**src/rtl/mcpu_control_fsm.sv**
```systemverilog
// rtl/mcpu_control_fsm.sv - multicycle CPU control FSM: state register plus combinational control decode
module mcpu_control_fsm (
    input  logic        clk,
    input  logic        reset,
    input  logic [31:0] instruction,
    input  logic        zero,
    output logic [3:0]  state,
    output logic        pc_we,
    output logic        ir_we,
    output logic        a_we,
    output logic        b_we,
    output logic        mem_we,
    output logic        reg_we,
    output logic        mem_in,
    output logic        dst,
    output logic        reg_in,
    output logic        immer,
    output logic [1:0]  alu_src_a,
    output logic [1:0]  alu_src_b,
    output logic [2:0]  alu_op,
    output logic [1:0]  pc_src,
    output logic        beq_bne,
    output logic        jal,
    output logic        instr_done,
    output logic        halted
);

    typedef enum logic [3:0] {
        S_FETCH    = 4'd0,
        S_DECODE   = 4'd1,
        S_MEM_ADDR = 4'd2,
        S_MEM_RD   = 4'd3,
        S_MEM_WB   = 4'd4,
        S_MEM_WR   = 4'd5,
        S_EXEC_R   = 4'd6,
        S_EXEC_I   = 4'd7,
        S_ALU_WB   = 4'd8,
        S_BRANCH   = 4'd9,
        S_JUMP     = 4'd10,
        S_JAL      = 4'd11,
        S_JR       = 4'd12,
        S_HALT     = 4'd15
    } state_t;

    localparam logic [5:0] OP_R    = 6'h00;
    localparam logic [5:0] OP_J    = 6'h02;
    localparam logic [5:0] OP_JAL  = 6'h03;
    localparam logic [5:0] OP_BEQ  = 6'h04;
    localparam logic [5:0] OP_BNE  = 6'h05;
    localparam logic [5:0] OP_ADDI = 6'h08;
    localparam logic [5:0] OP_XORI = 6'h0E;
    localparam logic [5:0] OP_LW   = 6'h23;
    localparam logic [5:0] OP_SW   = 6'h2B;

    localparam logic [5:0] FN_ADD  = 6'h20;
    localparam logic [5:0] FN_SUB  = 6'h22;
    localparam logic [5:0] FN_SLT  = 6'h2A;
    localparam logic [5:0] FN_JR   = 6'h08;

    localparam logic [2:0] ALU_ADD = 3'b000;
    localparam logic [2:0] ALU_SUB = 3'b001;
    localparam logic [2:0] ALU_XOR = 3'b010;
    localparam logic [2:0] ALU_SLT = 3'b011;

    state_t r_state;
    state_t w_next;

    logic [5:0] w_opcode;
    logic [5:0] w_funct;
    logic       w_unused_ir;
    logic       w_is_r;
    logic       w_fn_alu;
    logic       w_fn_jr;
    logic       w_is_bne;
    logic       w_is_xori;

    logic       w_pc_we;
    logic       w_ir_we;
    logic       w_a_we;
    logic       w_b_we;
    logic       w_mem_we;
    logic       w_reg_we;

    assign w_opcode    = instruction[31:26];
    assign w_funct     = instruction[5:0];
    // rs/rt/rd/shamt fields are consumed by the datapath, not by control
    assign w_unused_ir = ^instruction[25:6];

    assign w_is_r    = (w_opcode == OP_R);
    assign w_fn_alu  = (w_funct == FN_ADD) || (w_funct == FN_SUB) || (w_funct == FN_SLT);
    assign w_fn_jr   = (w_funct == FN_JR);
    assign w_is_bne  = (w_opcode == OP_BNE);
    assign w_is_xori = (w_opcode == OP_XORI);

    always_ff @(posedge clk or negedge reset) begin
        if (!reset) begin
            r_state <= S_FETCH;
        end else begin
            r_state <= w_next;
        end
    end

    always_comb begin
        w_next = S_HALT;
        case (r_state)
            S_FETCH:  w_next = S_DECODE;
            S_DECODE: begin
                case (w_opcode)
                    OP_LW, OP_SW:     w_next = S_MEM_ADDR;
                    OP_R: begin
                        if (w_fn_alu)     w_next = S_EXEC_R;
                        else if (w_fn_jr) w_next = S_JR;
                        else              w_next = S_HALT;
                    end
                    OP_ADDI, OP_XORI: w_next = S_EXEC_I;
                    OP_BEQ, OP_BNE:   w_next = S_BRANCH;
                    OP_J:             w_next = S_JUMP;
                    OP_JAL:           w_next = S_JAL;
                    default:          w_next = S_HALT;
                endcase
            end
            S_MEM_ADDR: begin
                if (w_opcode == OP_LW)      w_next = S_MEM_RD;
                else if (w_opcode == OP_SW) w_next = S_MEM_WR;
                else                        w_next = S_HALT;
            end
            S_MEM_RD: w_next = S_MEM_WB;
            S_EXEC_R: w_next = S_ALU_WB;
            S_EXEC_I: w_next = S_ALU_WB;
            S_MEM_WB, S_MEM_WR, S_ALU_WB, S_BRANCH,
            S_JUMP, S_JAL, S_JR: w_next = S_FETCH;
            S_HALT:   w_next = S_HALT;
            default:  w_next = S_HALT;
        endcase
    end

    always_comb begin
        w_pc_we    = 1'b0;
        w_ir_we    = 1'b0;
        w_a_we     = 1'b0;
        w_b_we     = 1'b0;
        w_mem_we   = 1'b0;
        w_reg_we   = 1'b0;
        mem_in     = 1'b0;
        dst        = 1'b0;
        reg_in     = 1'b0;
        immer      = 1'b0;
        alu_src_a  = 2'd0;
        alu_src_b  = 2'd0;
        alu_op     = ALU_ADD;
        pc_src     = 2'd0;
        beq_bne    = 1'b0;
        jal        = 1'b0;
        instr_done = 1'b0;
        halted     = 1'b0;
        case (r_state)
            S_FETCH: begin
                w_ir_we   = 1'b1;
                w_pc_we   = 1'b1;
                alu_src_b = 2'd3;
                pc_src    = 2'd2;
            end
            S_DECODE: begin
                w_a_we = 1'b1;
                w_b_we = 1'b1;
            end
            S_MEM_ADDR: begin
                alu_src_a = 2'd1;
                alu_src_b = 2'd1;
            end
            S_MEM_RD: mem_in = 1'b1;
            S_MEM_WB: begin
                w_reg_we   = 1'b1;
                dst        = 1'b1;
                instr_done = 1'b1;
            end
            S_MEM_WR: begin
                mem_in     = 1'b1;
                w_mem_we   = 1'b1;
                instr_done = 1'b1;
            end
            S_EXEC_R: begin
                alu_src_a = 2'd1;
                alu_src_b = 2'd2;
                if (w_funct == FN_SUB)      alu_op = ALU_SUB;
                else if (w_funct == FN_SLT) alu_op = ALU_SLT;
                else                        alu_op = ALU_ADD;
            end
            S_EXEC_I: begin
                alu_src_a = 2'd1;
                alu_src_b = 2'd1;
                alu_op    = w_is_xori ? ALU_XOR : ALU_ADD;
                immer     = w_is_xori;
            end
            // immer stays valid through writeback so the immediate path is stable
            S_ALU_WB: begin
                w_reg_we   = 1'b1;
                reg_in     = 1'b1;
                dst        = !w_is_r;
                immer      = w_is_xori;
                instr_done = 1'b1;
            end
            S_BRANCH: begin
                alu_src_a  = 2'd1;
                alu_src_b  = 2'd2;
                alu_op     = ALU_SUB;
                pc_src     = 2'd3;
                beq_bne    = w_is_bne;
                w_pc_we    = zero ^ w_is_bne;
                instr_done = 1'b1;
            end
            S_JUMP: begin
                w_pc_we    = 1'b1;
                pc_src     = 2'd1;
                instr_done = 1'b1;
            end
            S_JAL: begin
                w_pc_we    = 1'b1;
                pc_src     = 2'd1;
                w_reg_we   = 1'b1;
                jal        = 1'b1;
                instr_done = 1'b1;
            end
            S_JR: begin
                alu_src_a  = 2'd1;
                alu_src_b  = 2'd2;
                pc_src     = 2'd2;
                w_pc_we    = 1'b1;
                instr_done = 1'b1;
            end
            S_HALT:  halted = 1'b1;
            default: halted = 1'b1;
        endcase
    end

    // write enables are masked by reset so nothing commits while it is held
    assign pc_we  = w_pc_we  & reset;
    assign ir_we  = w_ir_we  & reset;
    assign a_we   = w_a_we   & reset;
    assign b_we   = w_b_we   & reset;
    assign mem_we = w_mem_we & reset;
    assign reg_we = w_reg_we & reset;

    assign state = r_state;

endmodule

```
**config.mk**
```make
export PLATFORM = sky130hd
export DESIGN_NAME = mcpu_control_fsm
export DESIGN_NICKNAME = d
export VERILOG_FILES = /design/src/rtl/mcpu_control_fsm.sv
export SDC_FILE = /design/constraint.sdc
export NUM_CORES = 1
export LEC_CHECK = 0
export ABC_CLOCK_PERIOD_IN_PS = 4200
export CORE_UTILIZATION = 30
export DETAILED_ROUTE_END_ITERATION = 10
export PLACE_DENSITY_LB_ADDON = 0.08
export RECOVER_POWER = 50
export SYNTH_ARGS = -nofsm -noshare
export SYNTH_HDL_FRONTEND = slang
export SYNTH_SLANG_ARGS = --single-unit
```
**constraint.sdc**
```tcl
create_clock -name clk -period 4.2 [get_ports clk]
set_clock_uncertainty 0.15 [all_clocks]
set_input_delay 0.63 -clock clk [delete_from_list [all_inputs] [get_ports clk]]
set_output_delay 0.63 -clock clk [all_outputs]
set_load 0.02 [all_outputs]
```
==> impl_metrics.toml <==
[run_status]
run_status = "complete, no violations"

[cells_and_area]
largest_register_ff_count = 4
nets = 188
final.fill_count = 282
mostFrequentLayoutCell = "sky130_fd_sc_hd__clkdlybuf4s50_1"
final_cell_mix = "sky130_fd_sc_hd__clkdlybuf4s50_1 (28), sky130_fd_sc_hd__nor2_1 (13), sky130_fd_sc_hd__a21oi_1 (12), sky130_fd_sc_hd__dlygate4sd3_1 (11)"
fraction_of_final_layout_cells_with_drive_strength_greater_than_1_pct = 7.28
seq_area_um2 = 100
syn_to_final_growth_pct = 46.5
total_area_of_multi_input_combinational_cells_um2 = 611
utilization_pct = 47.1
diodes = 0

[critical_path]
worst-path-max-fanout = 7
critical_path_cell_count = 7
worst-path-buf-inv = 2
critical_path.endpoint_type = "output pin"
cp_cell_sequence = "dlygate4sd3_1 -> nor3_1 -> nand3_1 -> xnor2_1 -> nand3_1 -> a21boi_1 -> clkdlybuf4s50_1"
critical_path_class = "in2out"
beginning_of_the_worst_register_to_register_path = "state[0]"
crit_path_frequent_cell = "sky130_fd_sc_hd__nand3_1"
crit-reg2reg-capture = "state[1]"
cp_data_required_time_ns = 3.42
r2r.worst_path.cells = 3
worst_path_max_delay_cell = "sky130_fd_sc_hd__dlygate4sd3_1"
critPathLaunchType = "primary input"
worst-r2r-setup-slack_ns = 2.40
worstPathArrival_ns = 2.83
startpoint_of_the_worst_setup_timing_path = "instruction[30]"
cp_slowest_stage_delay_ns = 0.64
kind_of_cell_adding_the_most_delay_to_the_critical_path = "buffers and inverters"
critPathCapture = "pc_we"

[logic_synthesis]
synth_cell_types = 50
postSynth.topFlopCell = "sky130_fd_sc_hd__dfrtp_1"
postSynthRegisterBits = 4
synth_seq_area_share_pct = 12.3
async_flop_share_pct = 100
ys_warn_count = 0
avgSynthCellArea_um2 = 6.70
netlist_instances = 121
post_synth_instance_area_um2 = 811
number_of_synthesized_flops_with_an_enable_pin = 0

[cts]
cts-hold-fix-buffers = 0
clk_pin_slew_ns = 0.04
clock_sink_count = 4
insertion_delay_to_the_later_sink_of_the_worst_skew_pair_ns = 0.24
clock_tree_from_tritoncts = "done"
numCtsBuffers = 3
cts_root_buffer = "sky130_fd_sc_hd__clkbuf_4"
cts.repair_timing.setup_buffer_count = 0
postCtsResizedCells = 0
cts-htree-levels = 1
clk_path_buf_depth = 2

[place]
port-buffer-count = 39
place_congestion = 0.875
hpwlAfterDp_um = 1760

[global_routing]
grt_first_pass_wirelength_um = 3640
global_route.overflow_total = 0
grt_antenna_before_repair = 0
track_usage_pct = 16.9
first_global_vias = 821
pin_count_of_the_biggest_net_entering_global_routing = 22

[timing]
rsz_0062_raised_after_global_routing = "false"
slew_headroom_pct = 36.6
fin_crit_ns = 3.61
drv_slew = 0
finalSetupViolCount = 0
max_clock_freq_mhz = 277
worstMarginPinSlew_ns = 0.927
fin_tns_setup_ns = 0
finalHoldViolations = 0
final_min_period_over_clock_period_pct = 86.0

[routing]
route.detailed.vias_per_inst = 5.29
routedWlPerCell_um = 12.9
dr_total_vias = 958
drtAntennaViolNets = 0
drt_drc_violations_left = 0
dr_pass1_iterations = 4
route.final.wire_length_um = 2330
drt_first_iter_violations = 13

[pwr]
power.static_leakage_nw = 0.463
power.total_uw = 760
p_per_area_nw_per_um2 = 640
max-vdd-ir-drop_v = 0.000407

[job]
maxCapViolCount = 0

[floorplan]
io_pins = 62
coreArea_um2 = 2520
die_area_um2 = 2910
rows = 18
dieHeight_um = 54.0
die_w_um = 54.0
start_util_pct = 32.1

[min_path]
worst_hold_path_type = "in2async"
## Yosys cell counts, drive strengths merged, types with 2 or more instances
cell type / n / share of area [%]
xnor2: 5 / 5.4
or2: 2 / 1.9
a31oi: 2 / 1.5
clkbuf: 8 / 3.7
buf: 6 / 4.5
nand3: 3 / 1.9
nand2b: 2 / 1.5
dfrtp: 4 / 12
a21oi: 13 / 8.5
nand2: 7 / 3.2
nor3: 7 / 4.3
a2111oi: 2 / 4.5
nor3b: 2 / 1.9
and2: 2 / 1.5
nor2: 13 / 6.0
nand4b: 2 / 2.2
o21ai: 4 / 2.5
nor2b: 4 / 3.1
inv: 5 / 2.3
and3: 5 / 3.9
## where the power goes
| part | total [mW] | switching [mW] | leakage, nW | internal (mW) |
|---|---|---|---|---|
| clock | 0.0473 | 0.0154 | 0.0138 | 0.0319 |
| combinational | 0.571 | 0.300 | 0.399 | 0.271 |
| sequential | 0.142 | 0.0857 | 0.0495 | 0.0565 |
| total | 0.760 | 0.401 | 0.463 | 0.359 |
## worst reg2reg max path: stages (launching register included)
cell and delay, ns:
sky130_fd_sc_hd__dfrtp_1 0.59, sky130_fd_sc_hd__nand2b_1 0.32, sky130_fd_sc_hd__a2111oi_0 0.48, sky130_fd_sc_hd__a311o_1 0.18
## how the worst min path moves through the flow
stage | startpoint | endpoint | slack, ns | depth (start not counted)
finish | reset | state[0] | 0.57 | 1
CTS | reset | state[0] | 0.50 | 1
global placement | state[2] | state[2] | 0.64 | 2
detailed placement | state[2] | state[2] | 0.63 | 2
floorplan | reset | state[0] | 0.18 | 0
global route | reset | state[0] | 0.59 | 1
## through the flow
stage | hold WS, ns | worst slack, ns | area [um2] | instances
floorplan | 0.184 | 1.61 | 815 | 122
global placement | 0.636 | 0.644 | 1180 | 178
detailed placement | 0.631 | 0.626 | 1180 | 178
CTS | 0.503 | 0.620 | 1210 | 181
global route | 0.587 | 0.432 | 1190 | 181
finish | 0.572 | 0.590 | 1190 | 181
## cell families after synthesis
kind of cell	Yosys count	synth area share (%)
multiplexers	1	1.23
other	1	0.463
AND/OR/NAND/NOR	55	36.9
flip-flops	4	12.3
XOR/XNOR	6	6.48
AO/OA/AOI/OAI	35	32.1
buffers and inverters	19	10.5
## cell type report
class,count,share of cell area [%]
sequential,4,8.43
timing repair buffer,40,33.5
multi-input combinational,99,51.4
clock buffer,3,1.90
tap,30,3.16
inverter,5,1.58
## routing by layer
metal	global-route usage, %	share of wire, %	vias up
li1	-	-	494
met5	0	0	-
met2	28.6	48	27
met1	21.7	48	437
met3	4.52	4.1	0
met4	2.14	0	0
No activity file was read; power rests on OpenSTA's default activity.
